## config.mk

```make
export PLATFORM = sky130hd
export DESIGN_NAME = pong_match_ctrl
export DESIGN_NICKNAME = d
export VERILOG_FILES = /design/src/rtl/pong_match_ctrl.sv
export SDC_FILE = /design/constraint.sdc
export NUM_CORES = 1
export LEC_CHECK = 0
export ABC_CLOCK_PERIOD_IN_PS = 2270
export CAP_MARGIN = 10
export CORE_ASPECT_RATIO = 1.5
export CORE_MARGIN = 2
export CORE_UTILIZATION = 47
export DETAILED_ROUTE_END_ITERATION = 8
export HOLD_SLACK_MARGIN = 0.12
export PLACE_DENSITY = 0.71
export SETUP_SLACK_MARGIN = 0.1
export SLEW_MARGIN = 20
export SYNTH_ARGS = -nofsm -noshare
export SYNTH_HDL_FRONTEND = slang
export SYNTH_SLANG_ARGS = --single-unit
```

## constraint.sdc

```tcl
create_clock -name vga_clk -period 2.27 [get_ports vga_clk]
set_input_delay 0.454 -clock vga_clk [delete_from_list [all_inputs] [get_ports vga_clk]]
set_output_delay 0.454 -clock vga_clk [all_outputs]
set_load 0.01 [all_outputs]
```

## src/rtl/pong_match_ctrl.sv

```systemverilog
// pong_match_ctrl: match sequencer for Pong.
// Runs the serve / play / pause / point / game-over sequence, keeps both
// scores and gates ball motion for the per-frame physics logic.
module pong_match_ctrl #(
    parameter int WIN_SCORE    = 7,
    parameter int SERVE_FRAMES = 60,
    parameter int POINT_FRAMES = 90
) (
    input  logic       vga_clk,
    input  logic       reset,
    input  logic       frame_tick,
    input  logic       start_in,
    input  logic       pause_in,
    input  logic       miss_left,
    input  logic       miss_right,
    output logic       phys_run,
    output logic       ball_reset,
    output logic       serve_dir,
    output logic [3:0] score_l,
    output logic [3:0] score_r,
    output logic       game_over,
    output logic       winner,
    output logic [2:0] state_o
);

    typedef enum logic [2:0] {
        IDLE      = 3'd0,
        SERVE     = 3'd1,
        PLAY      = 3'd2,
        PAUSED    = 3'd3,
        POINT     = 3'd4,
        GAME_OVER = 3'd5
    } state_t;

    localparam logic [3:0] WIN_VALUE  = 4'(WIN_SCORE);
    localparam logic [6:0] SERVE_LAST = 7'(SERVE_FRAMES - 1);
    localparam logic [6:0] POINT_LAST = 7'(POINT_FRAMES - 1);

    state_t     state;
    state_t     state_next;
    logic [6:0] frame_cnt;
    logic [6:0] frame_cnt_next;
    logic [3:0] score_l_next;
    logic [3:0] score_r_next;
    logic       serve_dir_next;
    logic       winner_next;
    logic       ball_reset_next;

    // Edge-detect history. edge_valid stays low for the first clock after
    // reset so that a button already held during reset release is not
    // mistaken for a fresh press (the history registers reset to 0).
    logic       start_q;
    logic       pause_q;
    logic       edge_valid;
    logic       start_rise;
    logic       pause_rise;

    logic [3:0] score_l_inc;
    logic [3:0] score_r_inc;

    assign start_rise = start_in & ~start_q & edge_valid;
    assign pause_rise = pause_in & ~pause_q & edge_valid;

    // Scores stick at 15 rather than wrapping back to zero.
    assign score_l_inc = (score_l == 4'hF) ? 4'hF : score_l + 4'd1;
    assign score_r_inc = (score_r == 4'hF) ? 4'hF : score_r + 4'd1;

    // Status outputs are plain decodes of the registered state.
    assign phys_run  = (state == PLAY);
    assign game_over = (state == GAME_OVER);
    assign state_o   = state;

    // Button history registers used for rising-edge detection.
    always_ff @(posedge vga_clk or posedge reset) begin
        if (reset) begin
            start_q    <= 1'b0;
            pause_q    <= 1'b0;
            edge_valid <= 1'b0;
        end else begin
            start_q    <= start_in;
            pause_q    <= pause_in;
            edge_valid <= 1'b1;
        end
    end

    // Next-state, frame counter, score and serve bookkeeping for the match.
    always_comb begin
        state_next      = state;
        frame_cnt_next  = frame_cnt;
        score_l_next    = score_l;
        score_r_next    = score_r;
        serve_dir_next  = serve_dir;
        winner_next     = winner;
        ball_reset_next = 1'b0;

        case (state)
            IDLE: begin
                if (start_rise) begin
                    score_l_next    = 4'd0;
                    score_r_next    = 4'd0;
                    serve_dir_next  = 1'b1;
                    ball_reset_next = 1'b1;
                    state_next      = SERVE;
                end
            end

            SERVE: begin
                if (frame_tick) begin
                    if (frame_cnt == SERVE_LAST) begin
                        state_next = PLAY;
                    end else begin
                        frame_cnt_next = frame_cnt + 7'd1;
                    end
                end
            end

            PLAY: begin
                if (miss_left) begin
                    score_r_next   = score_r_inc;
                    serve_dir_next = 1'b0;
                    if (score_r_inc == WIN_VALUE) begin
                        winner_next = 1'b1;
                        state_next  = GAME_OVER;
                    end else begin
                        state_next  = POINT;
                    end
                end else if (miss_right) begin
                    score_l_next   = score_l_inc;
                    serve_dir_next = 1'b1;
                    if (score_l_inc == WIN_VALUE) begin
                        winner_next = 1'b0;
                        state_next  = GAME_OVER;
                    end else begin
                        state_next  = POINT;
                    end
                end else if (pause_rise) begin
                    state_next = PAUSED;
                end
            end

            PAUSED: begin
                if (pause_rise) begin
                    state_next = PLAY;
                end
            end

            POINT: begin
                if (frame_tick) begin
                    if (frame_cnt == POINT_LAST) begin
                        ball_reset_next = 1'b1;
                        state_next      = SERVE;
                    end else begin
                        frame_cnt_next = frame_cnt + 7'd1;
                    end
                end
            end

            GAME_OVER: begin
                if (start_rise) begin
                    score_l_next    = 4'd0;
                    score_r_next    = 4'd0;
                    winner_next     = 1'b0;
                    serve_dir_next  = 1'b1;
                    ball_reset_next = 1'b1;
                    state_next      = SERVE;
                end
            end

            default: begin
                state_next = IDLE;
            end
        endcase

        // Every state starts its frame count from zero.
        if (state_next != state) begin
            frame_cnt_next = 7'd0;
        end
    end

    // Match state and bookkeeping registers.
    always_ff @(posedge vga_clk or posedge reset) begin
        if (reset) begin
            state      <= IDLE;
            frame_cnt  <= 7'd0;
            score_l    <= 4'd0;
            score_r    <= 4'd0;
            serve_dir  <= 1'b1;
            winner     <= 1'b0;
            ball_reset <= 1'b0;
        end else begin
            state      <= state_next;
            frame_cnt  <= frame_cnt_next;
            score_l    <= score_l_next;
            score_r    <= score_r_next;
            serve_dir  <= serve_dir_next;
            winner     <= winner_next;
            ball_reset <= ball_reset_next;
        end
    end

endmodule

```

== Word level (Yosys, flattened, before mapping) ==
Index checks and enable logic that the tools add are counted.
Storage, ports and cells
  flip-flop bits (word level): 24
  input port bits: 7
  word-level logic and storage cells: 93
Cells by class
  $add $sub $neg: 3
  equal/unequal tests: 24
  multiplexer cells: 40
  bitwise logic cells: 6
  reductions and logical operators: 10
Operator list (number)
  two-way mux 7 bit: 5
  two-way mux 3 bit: 9
  two-way mux 4 bit: 6
  case mux 4 bit (2 select lines): 2
  != test 3 bit (second input constant): 5
  case mux 3 bit (5 select lines): 1
  case mux 7 bit (2 select lines): 1
  two-way mux 1 bit: 13
  AND reduction 5 bit: 2
  adder 4 x 1 -> 4 bit (second input constant): 2
  equality test 4 x 3 -> 1 bit (second input constant): 2
  equality test 4 bit (second input constant): 2
  adder 7 x 1 -> 7 bit (second input constant): 1
  equality test 7 x 6 -> 1 bit (second input constant): 1
  equality test 7 bit (second input constant): 1
  equality test 3 x 2 -> 1 bit (second input constant): 2
  equality test 3 bit (second input constant): 2
  != test 2 bit (second input constant): 3
  != test 3 x 2 -> 1 bit (second input constant): 2
  case mux 1 bit (2 select lines): 3
  AND reduction 3 bit: 2
  bitwise AND 1 bit: 4
  != test 2 x 1 -> 1 bit (second input constant): 2
  AND reduction 4 bit: 1
  7 further kinds: 9

== Logic depth before layout (Yosys ltp) ==
  word-level depth: 10
  gate-level depth with buffers: 7
  depth with buffers taken out: 7

== Least setup slack after synthesis ==
Ideal clock, no wire load.
  path type: register -> register
  start point: register score_l[0]
  end point: register frame_cnt[1]
  data arrival time: 1.910 ns
  data required time: 2.147 ns
  setup slack: 0.237 ns
  stages on the path, launching flop included: 7
  path buffers: 0
  clock period less this slack: 2.033 ns
  cell sequence: dfrtp_1 > ha_1 > xnor2_1 > or4_4 > a2111oi_4 > o31a_4 > nor4bb_2
Between the ends
  word-level cells in the longest chain between the ends: 10
  elaborated cells between the ends (all ways): 16
RTL lines
  from (decl): line 19  | output logic [3:0] score_l,
  from (signal assigned): line 193  | score_l <= score_l_next;
  adder 4 x 1 -> 4 bit or equality test 4 bit (tied branches): line 65  | assign score_l_inc = (score_l == 4'hF) ? 4'hF : score_l + 4'd1;
  two-way mux 4 bit (*): line 65
  equality test 4 x 3 -> 1 bit (*): line 130  | if (score_l_inc == WIN_VALUE) begin
  two-way mux 1 bit (*): line 130
  two-way mux 3 bit (*): line 127  | end else if (miss_right) begin
  two-way mux 3 bit (*): line 118  | if (miss_left) begin
  case mux 3 bit (5 select lines) (*): line 96  | case (state)
  != test 3 bit (*): line 175  | if (state_next != state) begin
  != test 3 bit (no line) or nonzero test 3 bit (tied branches)
  AND reduction 5 bit (no line)
  to (signal assigned): line 192  | frame_cnt <= frame_cnt_next;
  to (decl): line 41  | logic [6:0] frame_cnt;
Every way passes the cells marked *; elsewhere a longest branch is shown, timed or not.
A chain may end at the register's enable or synchronous reset.

== Final worst setup path ==
  start point: register score_l[1]
  end point: register frame_cnt[1]
The elaborated chain is that of the path after synthesis.

==> flow_summary.toml <==
[logic_synthesis]
synth_area_leaders = "dfrtp_1 38%, a21oi_1 4.7%, xnor2_1 4.1%"
synthTopCellsByCount = "23 x dfrtp_1, 14 x a21oi_1, 13 x nand2_1"
postSynthCellCount = 152
avgSynthCellArea_sq_um = 9.84
syn_area_sq_um = 1500
yosys.area.top_type = "dfrtp_1"
yosysSeqAreaShare_pct = 40.3
synth_top_area_share_pct = 38.5
yosysWarnings = 0
syn_nets = 163
ys_ff_latch = 24
synth_edf_count = 0
synth_ff_type = "dfrtp_1"
yosysUniqueCellTypes = 50
async_reset_ff_share_pct = 100
synth_most_common_cell = "dfrtp_1"

[timing]
final.period_utilization_pct = 91.7
clock.fmax_mhz = 480
rsz0062_at_grt = "false"
slew_headroom_pct = 62.9
maxSlewViolCount = 0
fin_crit_ns = 2.08
hold_slack_ns = 0.537
tns_ns = 0
setup_ws_ns = 0.188
tightestPinTransition_ns = 0.556
fin_worst_skew_ns = 0.00492
hold_viol_final = 0
final-setup-viol-count = 0

[die]
die_area_sq_um = 3660
die_x_um = 50.1
io_pins = 23
fp.coreArea_sq_um = 3100
rows = 25
start_util_pct = 48.3
dieHeight_um = 73.1

[cts]
cts_htree_levels = 1
postCtsHoldBufs = 0
clkLatencyLatePin_ns = 0.26
clock-sinks = 24
clock_path_buffers = 2
cts_root_buf = "clkbuf_8"
clk_pin_slew_worst_paths_ns = 0.08
cts_buffers = 3
tritoncts = "done"

[final_layout]
multi_input_area_sq_um = 841
nFillCells = 267
final_nets = 198
regArea_sq_um = 603
area_growth_pct = 25.4
postLayoutCellArea_sq_um = 1870
num_antenna_cells = 0
final_layout_size_suffix_gt1_share_pct = 17.7

[placed_design]
dp_hpwl_um = 2520
gp_congestion = 0.802
dpl_cell_area_sq_um = 1810
io_buffers = 22
post-place-ws_ns = 0.00878

[global_route]
grt_pass1_vias = 1174
busiest_layer = "met2"
met1_usage_pct = 22.3
grt_start_max_net_pins = 15
use_met2_pct = 36.0
grt-ovfl-total = 0
met3_usage_pct = 1.43
antenna_found_initial = 0
grt_pass1_wl_um = 5420
grt_usage_pct = 19.0

[worst_setup_path]
worstPathArrival_ns = 2.23
crit_chain = "ha_2, inv_2, or4_4, a2111oi_4, o31a_4, nor4bb_2"
r2r_start = "score_l[1]"
reg2regPathDepth = 6
worst-setup-path-type = "reg2reg"
crit_family = "compound AO/OA/AOI/OAI gates"
cp-start-kind = "flip-flop"
max_stage_delay_ns = 0.50
rrSetupSlack_ns = 0.19
critPathBufInv = 1
cp.required_ns = 2.42
crit_path_max_fanout = 7
reg2reg_to = "frame_cnt[1]"
cp-end-kind = "flip-flop"
critical-path-slowest-cell = "or4_4"

[route]
drt_pass1_iterations = 4
ant_nets = 0
via_per_inst = 5.56
num_vias = 1256
wl_um = 3240
avgRoutedWirePerCell_um = 14.3
drc = 0
drtIter0Drc = 31

[power_and_ir_drop]
max-vdd-ir-drop_uv = 512
p_leak_nw = 0.777
powerDensity_nw_per_um2 = 960

[status]
status = "completed"

[flow_run]
max-cap-violations = 0

[worst_hold_path]
worstHoldPathType = "in2async"
worst max path at each step:
| stage | from | to | slack, ns | cells after the start |
|---|---|---|---|---|
| after floorplan | score_l[0] | frame_cnt[1] | 0.24 | 6 |
| after global routing | score_r[0] | frame_cnt[4] | 0.11 | 6 |
| after detailed placement | frame_tick | frame_cnt[3] | 0.009 | 6 |
| after CTS | score_l[1] | frame_cnt[3] | 0.14 | 6 |
| final | score_l[1] | frame_cnt[1] | 0.19 | 6 |
| after global placement | frame_tick | frame_cnt[1] | 0.07 | 6 |
state kept, by name (all words and copies together), names as in the netlist:
signal and cells:
frame_cnt 7, start_q 1, edge_valid 1, winner 1
score_l 4, state_o 3, score_r 4, pause_q 1
serve_dir 1, ball_reset 1
cell usage in the layout (no fill, tap or decap), drive strengths merged, types with 7 or more instances in the layout:
cell,n
a21oi,14
inv,7
clkdlybuf4s50,21
o21ai,10
nor2,10
nand3,7
nand2,13
dfrtp,23
buf,12
xnor2,7
worst reg2reg max path, stage by stage (launching register included):
cell and delay (ns):
dfrtp_1 0.41, ha_2 0.33, inv_2 0.03, or4_4 0.50
a2111oi_4 0.37, o31a_4 0.27, nor4bb_2 0.06
final cells by class:
class	instances	area share, %
multi-input combinational	117	44.9
sequential	24	32.2
timing repair buffer	34	16.5
tap	40	2.67
clock buffer	4	2.40
inverter	7	1.40
per-stage QoR:
stage / utilization (%) / cells / power (mW)
3_3_place_gp: 58.5 / 220 / 1.49
6_report: 60.5 / 226 / 1.80
4_1_cts: 60.2 / 225 / 1.81
3_5_place_dp: 58.5 / 220 / 1.53
2_1_floorplan: - / 152 / 1.22
5_1_grt: 60.5 / 226 / 1.94
cells by family after synthesis:
family / share of synthesized area [%]
other cells: 0.251
xor+xnor: 4.69
mux: 3.68
simple gates: 24.7
flops: 40.3
fa+ha+maj: 3.35
compound gates: 19.4
buf+inv: 3.68
power breakdown:
group | switching [mW] | leakage (nW) | internal, mW
Clock | 0.126 | 0.0228 | 0.125
Sequential | 0.115 | 0.311 | 0.529
Combinational | 0.460 | 0.443 | 0.443
Total | 0.702 | 0.777 | 1.10
timing repair:
item / 4_1_cts / 5_1_grt
gates resized for setup: 2 / 1
cloned: 0 / 0
buffers inserted: 1 / 1
endpoints found under the setup margin: 1 / 7
pin swaps: 0 / 2
per-layer routing:
layer	vias up	wire, um
li1	618	-
met1	615	1360
met2	19	1780
met3	4	70
met4	0	37
met5	-	0
(Power assumes the default switching activity.)
